[src/rtl/pcpu_bus_pkg.sv]
// Shared encodings and default widths for the MIO bus arbiter.
package pcpu_bus_pkg;

    localparam int unsigned DEF_ADDR_W  = 32;
    localparam int unsigned DEF_DATA_W  = 32;
    localparam int unsigned DEF_TIMEOUT = 255;

    typedef enum logic [1:0] {
        ST_IDLE     = 2'b00,
        ST_IF_BUSY  = 2'b01,
        ST_MEM_BUSY = 2'b10
    } state_e;

    typedef enum logic {
        GNT_IF  = 1'b0,
        GNT_MEM = 1'b1
    } grant_e;

endpackage

[src/rtl/mio_wait_timer.sv]
// Wait-state counter for one bus transaction. The expired flag is registered
// and rises in the BUSY cycle whose missing ready would make TIMEOUT cycles.
module mio_wait_timer #(
    parameter int unsigned TIMEOUT = 255
) (
    input  logic clk,
    input  logic rst,
    input  logic clear_i,
    input  logic en_i,
    output logic expired_o
);

    localparam int unsigned     TMO   = (TIMEOUT < 1) ? 1 : TIMEOUT;
    localparam int unsigned     CNT_W = (TMO < 2) ? 1 : $clog2(TMO + 1);
    localparam logic [CNT_W-1:0] LIMIT = CNT_W'(TMO);
    localparam logic [CNT_W-1:0] LAST  = CNT_W'(TMO - 1);

    logic [CNT_W-1:0] cnt_q;
    logic [CNT_W-1:0] cnt_d;

    // Next count: clear wins, otherwise count up and saturate at TIMEOUT.
    always_comb begin
        cnt_d = cnt_q;
        if (clear_i) begin
            cnt_d = '0;
        end else if (en_i && (cnt_q != LIMIT)) begin
            cnt_d = cnt_q + CNT_W'(1);
        end
    end

    // Counter and look-ahead expiry flag.
    always_ff @(posedge clk or posedge rst) begin
        if (rst) begin
            cnt_q     <= '0;
            expired_o <= 1'b0;
        end else begin
            cnt_q     <= cnt_d;
            expired_o <= (cnt_d == LAST);
        end
    end

endmodule

[src/rtl/mio_arbiter.sv]
// Arbiter between the fetch port and the data port on the shared MIO bus.
// One transaction at a time, round-robin on contention, timeout abort.
module mio_arbiter
    import pcpu_bus_pkg::*;
#(
    parameter int unsigned ADDR_W  = DEF_ADDR_W,
    parameter int unsigned DATA_W  = DEF_DATA_W,
    parameter int unsigned TIMEOUT = DEF_TIMEOUT
) (
    input  logic              clk,
    input  logic              reset,
    input  logic              if_req,
    input  logic [ADDR_W-1:0] if_addr,
    output logic [DATA_W-1:0] if_rdata,
    output logic              if_done,
    input  logic              mem_req,
    input  logic              mem_we,
    input  logic [ADDR_W-1:0] mem_addr,
    input  logic [DATA_W-1:0] mem_wdata,
    output logic [DATA_W-1:0] mem_rdata,
    output logic              mem_done,
    input  logic              MIO_ready,
    input  logic [DATA_W-1:0] Data_in,
    output logic [ADDR_W-1:0] Addr_out,
    output logic [DATA_W-1:0] Data_out,
    output logic              mem_w,
    output logic              CPU_MIO,
    output logic              bus_err,
    output logic [1:0]        state
);

    state_e            state_q;
    grant_e            last_grant_q;
    logic [ADDR_W-1:0] addr_q;
    logic [DATA_W-1:0] wdata_q;
    logic              mem_w_q;
    logic              cpu_mio_q;
    logic [DATA_W-1:0] if_rdata_q;
    logic [DATA_W-1:0] mem_rdata_q;
    logic              if_done_q;
    logic              mem_done_q;
    logic              bus_err_q;

    logic if_eff_c;
    logic mem_eff_c;
    logic gnt_if_c;
    logic gnt_mem_c;
    logic tmr_clear_c;
    logic tmr_en_c;
    logic expired;

    // Grant decision in IDLE; a port finishing this cycle is not re-granted.
    always_comb begin
        if_eff_c  = if_req  && !if_done_q;
        mem_eff_c = mem_req && !mem_done_q;
        gnt_if_c  = 1'b0;
        gnt_mem_c = 1'b0;
        if (state_q == ST_IDLE) begin
            if (if_eff_c && mem_eff_c) begin
                if (last_grant_q == GNT_IF) begin
                    gnt_mem_c = 1'b1;
                end else begin
                    gnt_if_c = 1'b1;
                end
            end else begin
                gnt_if_c  = if_eff_c;
                gnt_mem_c = mem_eff_c;
            end
        end
    end

    // Timer counts BUSY cycles without ready and is held clear in IDLE.
    always_comb begin
        tmr_clear_c = (state_q == ST_IDLE);
        tmr_en_c    = (state_q != ST_IDLE) && !MIO_ready;
    end

    mio_wait_timer #(
        .TIMEOUT (TIMEOUT)
    ) u_wait_timer (
        .clk       (clk),
        .rst       (reset),
        .clear_i   (tmr_clear_c),
        .en_i      (tmr_en_c),
        .expired_o (expired)
    );

    // Arbitration FSM with registered bus and requester outputs.
    always_ff @(posedge clk or posedge reset) begin
        if (reset) begin
            state_q      <= ST_IDLE;
            last_grant_q <= GNT_IF;
            addr_q       <= '0;
            wdata_q      <= '0;
            mem_w_q      <= 1'b0;
            cpu_mio_q    <= 1'b0;
            if_rdata_q   <= '0;
            mem_rdata_q  <= '0;
            if_done_q    <= 1'b0;
            mem_done_q   <= 1'b0;
            bus_err_q    <= 1'b0;
        end else begin
            if_done_q  <= 1'b0;
            mem_done_q <= 1'b0;
            bus_err_q  <= 1'b0;
            case (state_q)
                ST_IDLE: begin
                    if (gnt_mem_c) begin
                        state_q      <= ST_MEM_BUSY;
                        last_grant_q <= GNT_MEM;
                        addr_q       <= mem_addr;
                        cpu_mio_q    <= 1'b1;
                        mem_w_q      <= mem_we;
                        wdata_q      <= mem_we ? mem_wdata : '0;
                    end else if (gnt_if_c) begin
                        state_q      <= ST_IF_BUSY;
                        last_grant_q <= GNT_IF;
                        addr_q       <= if_addr;
                        cpu_mio_q    <= 1'b1;
                        mem_w_q      <= 1'b0;
                        wdata_q      <= '0;
                    end
                end
                ST_IF_BUSY, ST_MEM_BUSY: begin
                    if (MIO_ready || expired) begin
                        state_q   <= ST_IDLE;
                        addr_q    <= '0;
                        wdata_q   <= '0;
                        mem_w_q   <= 1'b0;
                        cpu_mio_q <= 1'b0;
                        bus_err_q <= !MIO_ready;
                        if (state_q == ST_IF_BUSY) begin
                            if_done_q  <= 1'b1;
                            if_rdata_q <= MIO_ready ? Data_in : '0;
                        end else begin
                            mem_done_q <= 1'b1;
                            if (!MIO_ready) begin
                                mem_rdata_q <= '0;
                            end else if (!mem_w_q) begin
                                mem_rdata_q <= Data_in;
                            end
                        end
                    end
                end
                default: begin
                    state_q <= ST_IDLE;
                end
            endcase
        end
    end

    assign state     = state_q;
    assign Addr_out  = addr_q;
    assign Data_out  = wdata_q;
    assign mem_w     = mem_w_q;
    assign CPU_MIO   = cpu_mio_q;
    assign if_rdata  = if_rdata_q;
    assign mem_rdata = mem_rdata_q;
    assign if_done   = if_done_q;
    assign mem_done  = mem_done_q;
    assign bus_err   = bus_err_q;

endmodule

[config.mk]
export PLATFORM = sky130hd
export DESIGN_NAME = mio_arbiter
export DESIGN_NICKNAME = d
export VERILOG_FILES = /design/src/rtl/pcpu_bus_pkg.sv /design/src/rtl/mio_wait_timer.sv /design/src/rtl/mio_arbiter.sv
export SDC_FILE = /design/constraint.sdc
export NUM_CORES = 1
export LEC_CHECK = 0
export BUFFER_PORTS_ARGS = -buffer_cell sky130_fd_sc_hd__buf_2
export CAP_MARGIN = 25
export CORE_MARGIN = 4
export CORE_UTILIZATION = 35
export DETAILED_ROUTE_END_ITERATION = 8
export GPL_TIMING_DRIVEN = 0
export PLACE_DENSITY_LB_ADDON = 0.2
export SLEW_MARGIN = 5
export SYNTH_ARGS = -nofsm -noshare
export SYNTH_HDL_FRONTEND = slang
export SYNTH_SLANG_ARGS = --single-unit
[constraint.sdc]
create_clock -name clk -period 5.5 [get_ports clk]
set_input_delay 0.825 -clock clk [delete_from_list [all_inputs] [get_ports clk]]
set_output_delay 0.825 -clock clk [all_outputs]
set_load 0.05 [all_outputs]
==> flow_summary.toml, run 1 <==
[outcome]
status = "completed"

[setup_path]
setup.worst_path.class = "reg -> reg"
crit_chain = "inv_1, ha_1, nor3b_1, a311o_1, buf_2, buf_2, nand2_1, o21ai_1"
slowest_stage = "nor3b_1"
cp_top_family = "buffers and inverters"
required_ns = 5.83
critPathMostFrequentCell = "buf_2"
worstReg2RegEnd = "Addr_out[31]"
worstPathArrival_ns = 2.83
rr_startpoint = "state[1]"
slowest_delay_ns = 0.56
cp_max_fo = 10
rrSetupSlack_ns = 3.00
worst_setup_path_end_kind = "register"
start_kind = "register"
crit_buf_inv = 3
worst-r2r-cell-count = 8

[clocking]
hold_buffers = 0
cts_setup_buffers = 0
cts.sinks = 145
clkTransAtPathRegs_ns = 0.06
cts_htree_levels = 4
clock_latency_ns = 0.42
cts_made_buffers = 17
tritoncts = "yes"
post_cts_resized = 0
cts_root_buffer = "clkbuf_16"
clk_path_buf_depth = 2

[drt]
wl_per_cell_um = 15.95
totalWireLength_um = 17090
drt_pass1_iterations = 4
dr_total_vias = 5007
drtIter0Drc = 150
ant_nets = 0
drc_errors = 0
routed_via_density = 4.675

[finish]
drive_gt1_share_pct = 38.19
final_nets = 976
multi_input_area_um2 = 2073
mostFrequentLayoutCells = "276 x buf_2, 145 x dfrtp_1, 131 x nand2_1"
areaGrowthSynthToFinish_pct = 38.59
n_fill_cell = 1565
final_common_cell = "buf_2"
antenna_cells = 0
utilization_pct = 49.50
register_area_um2 = 3628

[hold_path]
worstHoldStart = "if_rdata[20]"
hp-class = "reg -> reg"
hold_depth = 2
min_to = "if_rdata[20]"

[power]
power.density_nw_per_um2 = 671.1
leakage_nw = 4.356
power_switching_mw = 2.673
intPower_mw = 2.836
share_comb_of_total_power_pct = 47.9
vdd_drop_max_mv = 0.3776
p_seq_share_pct = 29.3
p_clk_share_pct = 22.7
p_sw_share_pct = 48.53

[sta]
rsz0062_at_grt = "no"
min_period_ns = 2.497
finalSetupViolations = 0
setup_tns_ns = 0
whs_ns = 0.4709
max-slew-margin-rel_pct = 54.99
max_freq_mhz = 400.4
worst_pin_slew_ns = 0.6751
hold_viol = 0
slew_violations = 0
skew_ns = 0.009492
finalCritPeriodShare_pct = 45.41

[die]
row_count = 47
core-area_um2 = 16580
initial_utilization_pct = 35.72
die_area_um2 = 19070
die_w_um = 138.1
die_h_um = 138.1
pin_count = 269

[synthesis]
synth-main-ff-cell = "dfrtp_1"
synthDistinctLibCells = 49
syn_area_um2 = 5923
synthCells = 551
post_synth.cell_area_avg_um2 = 10.75
synth-edff-count = 0
syn-num-nets = 688
ys_ff_latch = 145
async_flop_share_pct = 100.0
yosysSeqAreaShare_pct = 61.26
yosys_warnings = 0

[job]
cap_violations = 0

[global_route]
grt_usage_pct = 17.97
grt-ovfl-total = 0
grt_pass1_wl_um = 27730
grt_max_degree = 75
antenna_found_initial = 1
grt_pass1_vias = 5086

[placement]
io_buffers = 268
routabilityCongestion = 0.8343
dpl.hpwl_um = 12690
==> power groups by stage <==
stage	Clock, mW	Sequential [mW]	Combinational [mW]
after floorplan	0	2.81	0.762
after detailed placement	0	1.62	2.68
final	1.25	1.62	2.64
after CTS	1.28	1.62	2.67
after global placement	0	1.62	2.66
after global routing	1.33	1.66	2.82
==> synthesized netlist by cell type (2+ instances only) <==
cell	n	share of area, %
inv_1	9	0.57
buf_1	2	0.13
nand2_1	131	8.3
nand2b_1	4	0.42
nor2_1	7	0.44
o2111ai_1	2	0.30
dfrtp_1	145	61
and3_1	2	0.21
nand4_1	3	0.32
a21o_1	2	0.25
a21oi_1	5	0.42
mux2i_1	34	5.7
clkbuf_1	21	1.3
a211oi_1	2	0.25
nor3b_1	2	0.25
ha_1	3	0.63
nor2b_1	2	0.21
o21ai_1	64	5.4
nand2_2	2	0.21
o21ai_0	37	3.1
nand4b_1	2	0.30
a22o_1	32	4.7
buf_2	8	0.68
buf_4	5	0.63
==> worst reg2reg max path: cells and delay by family, from the launching register on <==
family / cells / cell delay, ns
AOI/OAI and AO/OA: 2 / 0.35
adders and majority gates: 1 / 0.37
buffers and inverters: 3 / 0.66
DFF: 1 / 0.39
and+or+nand+nor: 2 / 0.65
==> cells by family after synthesis <==
logic type	synth area share [%]
AOI/OAI and AO/OA	16.27
xor gates and xnor gates	0.1479
adders and majority gates	0.6338
buffers and inverters	3.739
DFF	61.26
muxes	5.746
and+or+nand+nor	12.21
==> per-layer routing <==
layer	part of all wire, %	up-vias	track usage, %
met5	0.076	-	0
met4	1.4	2	4.992
met3	8.8	20	7.182
met2	47	189	28.49
met1	43	2311	23.00
li1	-	2485	-
==> state kept, by name, summed over array words and instances, names as in the netlist, 2 cells and up <==
register / flops
Addr_out: 32
Data_out: 32
if_rdata: 32
mem_rdata: 32
u_wait_timer.cnt_q: 8
state: 2
==> worst max-delay path by stage <==
stage | from | depth (start not counted) | slack, ns | endpoint
2_1_floorplan | reset | 1 | 0.78 | Addr_out[0]
3_3_place_gp | reset | 2 | -1.00 | Data_out[10]
3_5_place_dp | MIO_ready | 7 | 2.88 | Addr_out[5]
4_1_cts | state[1] | 8 | 2.99 | Addr_out[31]
5_1_grt | state[1] | 8 | 2.84 | Addr_out[31]
6_report | state[1] | 8 | 3.00 | Addr_out[31]
==> through the flow <==
step | setup slack, ns | power (mW) | cells | area, µm²
final | 3.003 | 5.509 | 1071 | 8209
after global routing | 2.843 | 5.812 | 1071 | 8209
after CTS | 2.990 | 5.574 | 1071 | 8209
after detailed placement | 2.882 | 4.301 | 1040 | 7572
after global placement | -1.002 | 4.280 | 1039 | 7540
after floorplan | 0.7804 | 3.573 | 551 | 5923
==> layout make-up <==
class	instances	area share (%)
plain buffers	37	2.134
clock buffers	18	5.228
clock inverters	13	2.530
inverters	11	0.6249
multi-input cells	358	25.26
flip-flops and latches	145	44.20
well taps	220	3.353
repair buffers	269	16.67
No activity file was read; power rests on OpenSTA's default activity.
==> run 2: changes to the inputs <==
- ABC_AREA: unset -> 1
- clock period: 5.5 -> 2.1 ns (I/O delays scaled with it)
==> flow_summary.toml, run 2 <==
[synthesis]
yosysSeqAreaShare_pct = 59.68
synth-edff-count = 0
post_synth.cell_area_avg_um2 = 8.901
synth-main-ff-cell = "dfrtp_1"
synthDistinctLibCells = 22
synthCells = 683
synthTopCellsByCount = "145 x dfrtp_1, 135 x nand2_1, 122 x inv_1"
yosys.area.top_type = "dfrtp_1"
synth_most_common_cell = "dfrtp_1"
syn_area_um2 = 6080
yosys_warnings = 0
synth_top_area_share_pct = 59.68
syn-num-nets = 820
ys_ff_latch = 145
synthTopCellsByArea = "dfrtp_1 60%, nand2_1 8.3%, o21ai_0 8.0%"
async_flop_share_pct = 100.0

[setup_path]
start_kind = "register"
cp_max_fo = 10
required_ns = 2.37
setup.worst_path.class = "reg -> reg"
worst_setup_path_end_kind = "register"
worstPathArrival_ns = 2.20

[die]
die_w_um = 139.8
row_count = 47
pin_count = 269
initial_utilization_pct = 36.15
die_h_um = 139.8
core-area_um2 = 16820
die_area_um2 = 19540

[placement]
io_buffers = 267
routabilityCongestion = 0.7953
placed_cells = 1174
dpl.hpwl_um = 13580

[global_route]
grt-ovfl-total = 0
grtUsageMet1_pct = 23.40
busiest_layer = "met2"
grt_use_met3_pct = 4.803
grt_usage_pct = 18.50
grtUsageMet2_pct = 30.67
grt_max_degree = 39
antenna_found_initial = 1
grt_pass1_wl_um = 29120
grt_pass1_vias = 5587

[drt]
totalWireLength_um = 18110
drt_pass1_iterations = 5
routed_via_density = 4.606
ant_nets = 0
dr_total_vias = 5559
drtIter0Drc = 231
drc_errors = 0
wl_per_cell_um = 15.00

[sta]
finalCritPeriodShare_pct = 91.99
slew_violations = 0
max_freq_mhz = 517.6
skew_ns = 0.007909
worst_pin_slew_ns = 0.5215
finalSetupViolations = 0
max-slew-margin-rel_pct = 65.23
rsz0062_at_grt = "yes"
hold_viol = 0
min_period_ns = 1.932

[finish]
areaGrowthSynthToFinish_pct = 38.46
mostFrequentLayoutCells = "279 x buf_2, 145 x dfrtp_1, 135 x nand2_1"
n_fill_cell = 1672
final_common_cell = "buf_2"
final_nets = 1111
final_cells = 1207
drive_gt1_share_pct = 34.58

[power]
leakage_nw = 4.609
total_power_mw = 14.45
vdd_drop_max_mv = 0.8046
power.density_nw_per_um2 = 1717

[outcome]
status = "completed"

[hold_path]
hp-class = "in -> reg"

[job]
cap_violations = 0

[clocking]
clock_latency_ns = 0.41
clk_path_buf_depth = 2
cts_htree_levels = 4
cts.sinks = 145
cts_setup_buffers = 0
clkTransAtPathRegs_ns = 0.06
tritoncts = "yes"
cts_root_buffer = "clkbuf_16"
cts_made_buffers = 17
-- run 2: timing repair --
item / 4_1_cts / 5_1_grt
setup endpoints to repair: 0 / 58
hold buffers: 1 / 0
endpoints found under the hold margin: 18 / 0
gates resized for setup: 0 / 18
-- run 2: worst paths after layout --
path | start | endpoint | slack [ns] | cells past startpoint
max | state[0] | mem_rdata[21] | 0.17 | 7
min | mem_wdata[12] | Data_out[12] | 0.15 | 3
max reg2reg | state[0] | mem_rdata[21] | 0.17 | 7
min reg2reg | mem_rdata[30] | mem_rdata[30] | 0.48 | 2
max in group asynchronous | reset | if_rdata[0] | 0.88 | 5
min in group asynchronous | reset | Data_out[23] | 0.48 | 3
-- run 2: where the power goes --
part           internal [mW]  switching (mW)  total [mW]  leakage, nW
Sequential              3.73           0.485        4.21         1.92
Clock                   1.92            1.22        3.14        0.295
Combinational           1.67            5.43        7.10         2.39
-- run 2: cells by family after synthesis --
group,synth area share [%]
AO/OA/AOI/OAI,15.35
buffers and inverters,10.74
flip-flops,59.68
AND/OR/NAND/NOR,13.60
adder cells (fa/ha/maj),0.6175
-- run 2: layer usage --
layer | vias up | routed length, µm
li1 | 2762 | -
met1 | 2602 | 7628
met4 | 0 | 461
met2 | 166 | 8946
met3 | 29 | 1073
met5 | - | 0
-- run 2: worst max-delay path, cell delays in order (launching register included) --
cell      delay (ns)
dfrtp_1         0.39
inv_1           0.06
ha_1            0.34
inv_1           0.17
nor3_2          0.08
o21ai_2         0.19
clkbuf_1        0.40
o21ai_0         0.17
-- run 2: per-stage QoR --
step | setup slack, ns | hold slack (ns) | utilization, % | instance area [µm²] | TNS (ns)
2_1_floorplan | -0.03403 | 0.4508 | - | 6083 | -4.935
3_3_place_gp | -1.082 | 0.4621 | 45.75 | 7695 | -155.30
3_5_place_dp | 0.08627 | 0.3694 | 46.23 | 7775 | 0
4_1_cts | 0.07595 | 0.1266 | 49.96 | 8402 | 0
5_1_grt | -0.05470 | 0.1292 | 50.05 | 8418 | -0.1697
6_report | 0.1682 | 0.1521 | 50.05 | 8418 | 0
-- run 2: area by class of cell --
type                    instances  area, µm²  share of cell area [%]
diodes                          1      2.502                 0.02973
plain buffers                  38      198.9                   2.363
clock buffers                  18      439.2                   5.217
clock inverters                13      177.7                   2.111
inverters                     124      469.2                   5.574
multi-input cells             376       1800                   21.39
flip-flops and latches        145       3628                   43.10
well taps                     220      275.3                   3.270
repair buffers                272       1426                   16.94
==> run 3: changes to the inputs <==
- CAP_MARGIN: 25 -> unset
- CORE_MARGIN: 4 -> 3
- PLACE_DENSITY_LB_ADDON: 0.2 -> 0.12
==> flow_summary.toml, run 3 (same netlist as run 2, synthesis figures left out) <==
[outcome]
status = "completed"

[sta]
worst_pin_slew_ns = 0.8273
fin_ws_ns = 0.1872
max_freq_mhz = 522.8
finalSetupViolations = 0
slew_violations = 0
hold_viol = 0
rsz0062_at_grt = "yes"
min_period_ns = 1.913
max-slew-margin-rel_pct = 44.73
skew_ns = 0.009500
finalCritPeriodShare_pct = 91.09

[drt]
routed_via_density = 4.575
drt_pass1_iterations = 6
ant_nets = 0
drtIter0Drc = 213
totalWireLength_um = 18000
drc_errors = 0
dr_total_vias = 5522
wl_per_cell_um = 14.91

[die]
row_count = 47
core-area_um2 = 16820
die_area_um2 = 18990
die_h_um = 137.8
initial_utilization_pct = 36.15
die_w_um = 137.8
pin_count = 269

[placement]
placed_area_um2 = 7755
pre_cts_ws_ns = 0.08242
routabilityCongestion = 0.7912
io_buffers = 267
dpl.hpwl_um = 13430

[setup_path]
worst_setup_path_end_kind = "register"
cp_max_fo = 10
start_kind = "register"
worstPathArrival_ns = 2.24
required_ns = 2.43
setup.worst_path.class = "reg -> reg"

[global_route]
grt_pass1_vias = 5449
grt_pass1_wl_um = 27980
antenna_found_initial = 3
grt_usage_pct = 18.91
grt_max_degree = 39
grt-ovfl-total = 0

[finish]
final_nets = 1109
design_area_um2 = 8467
final_common_cell = "buf_2"
mostFrequentLayoutCells = "279 x buf_2, 145 x dfrtp_1, 135 x nand2_1"
drive_gt1_share_pct = 35.13
areaGrowthSynthToFinish_pct = 39.27

[clocking]
tritoncts = "yes"
cts_htree_levels = 4
cts_made_buffers = 17
clock_latency_ns = 0.41
clk_path_buf_depth = 2
cts_root_buffer = "clkbuf_16"
hold_buffers = 0
cts_setup_buffers = 0
cts.sinks = 145
clkTransAtPathRegs_ns = 0.06

[power]
power.density_nw_per_um2 = 1741
leakage_nw = 4.625
vdd_drop_max_mv = 0.7344

[job]
cap_violations = 0

[hold_path]
hp-class = "in -> async"
==> run 3: report_power, final <==
| group | internal, mW | switching (mW) |
|---|---|---|
| Sequential | 3.73 | 0.475 |
| Clock | 2.16 | 1.25 |
| Combinational | 1.70 | 5.44 |
| Total | 7.58 | 7.16 |
==> run 3: layer usage <==
layer  vias up  track usage (%)  wire length [µm]
met5         -                0                 7
met4         2            8.013               505
met3        36            4.967              1230
met2       170            30.26              8665
met1      2544            24.29              7590
li1       2770                -                 -
==> run 3: critical path, stage by stage, from the launching register on <==
cell      delay (ns)
dfrtp_1         0.42
inv_1           0.07
ha_1            0.26
inv_2           0.07
buf_6           0.15
nor2_4          0.19
clkbuf_1        0.37
o21ai_0         0.14
o22ai_1         0.14
==> run 3: path summary, 6_finish.rpt <==
| check | to | start | depth (start not counted) | slack [ns] |
|---|---|---|---|---|
| max | Addr_out[16] | state[0] | 8 | 0.19 |
| min | mem_rdata[26] | reset | 2 | 0.05 |
| max reg2reg | Addr_out[16] | state[0] | 8 | 0.19 |
| min reg2reg | mem_rdata[18] | mem_rdata[18] | 2 | 0.48 |
| max in group asynchronous | mem_w | reset | 4 | 1.10 |
| min in group clk | Data_out[11] | mem_wdata[11] | 3 | 0.15 |
==> run 3: final cells by class <==
type                       count  area [µm²]
clock inverter                14       227.7
multi-input combinational    376        1818
antenna                        2       5.005
timing repair buffer         270        1396
sequential                   145        3628
tap                          220       275.3
buffer                        38       207.7
inverter                     124       469.2
fill                        1670        8352
clock buffer                  18       439.2
==> run 3: repair_timing <==
action | 4_1_cts | 5_1_grt
gates resized for setup | 0 | 32
endpoints found under the setup margin | 0 | 104
hold endpoints to repair | 0 | 0
==> run 3: through the flow <==
step,TNS (ns),hold slack [ns],power [mW],util [%],instances
6_report,0,0.05456,14.74,50.34,1207
3_3_place_gp,-156.66,0.4618,11.33,45.75,1170
3_5_place_dp,0,0.4678,11.38,46.11,1173
2_1_floorplan,-4.935,0.4508,9.460,-,683
5_1_grt,-0.04004,0.1156,15.62,50.34,1207
4_1_cts,0,0.06158,14.83,50.07,1205
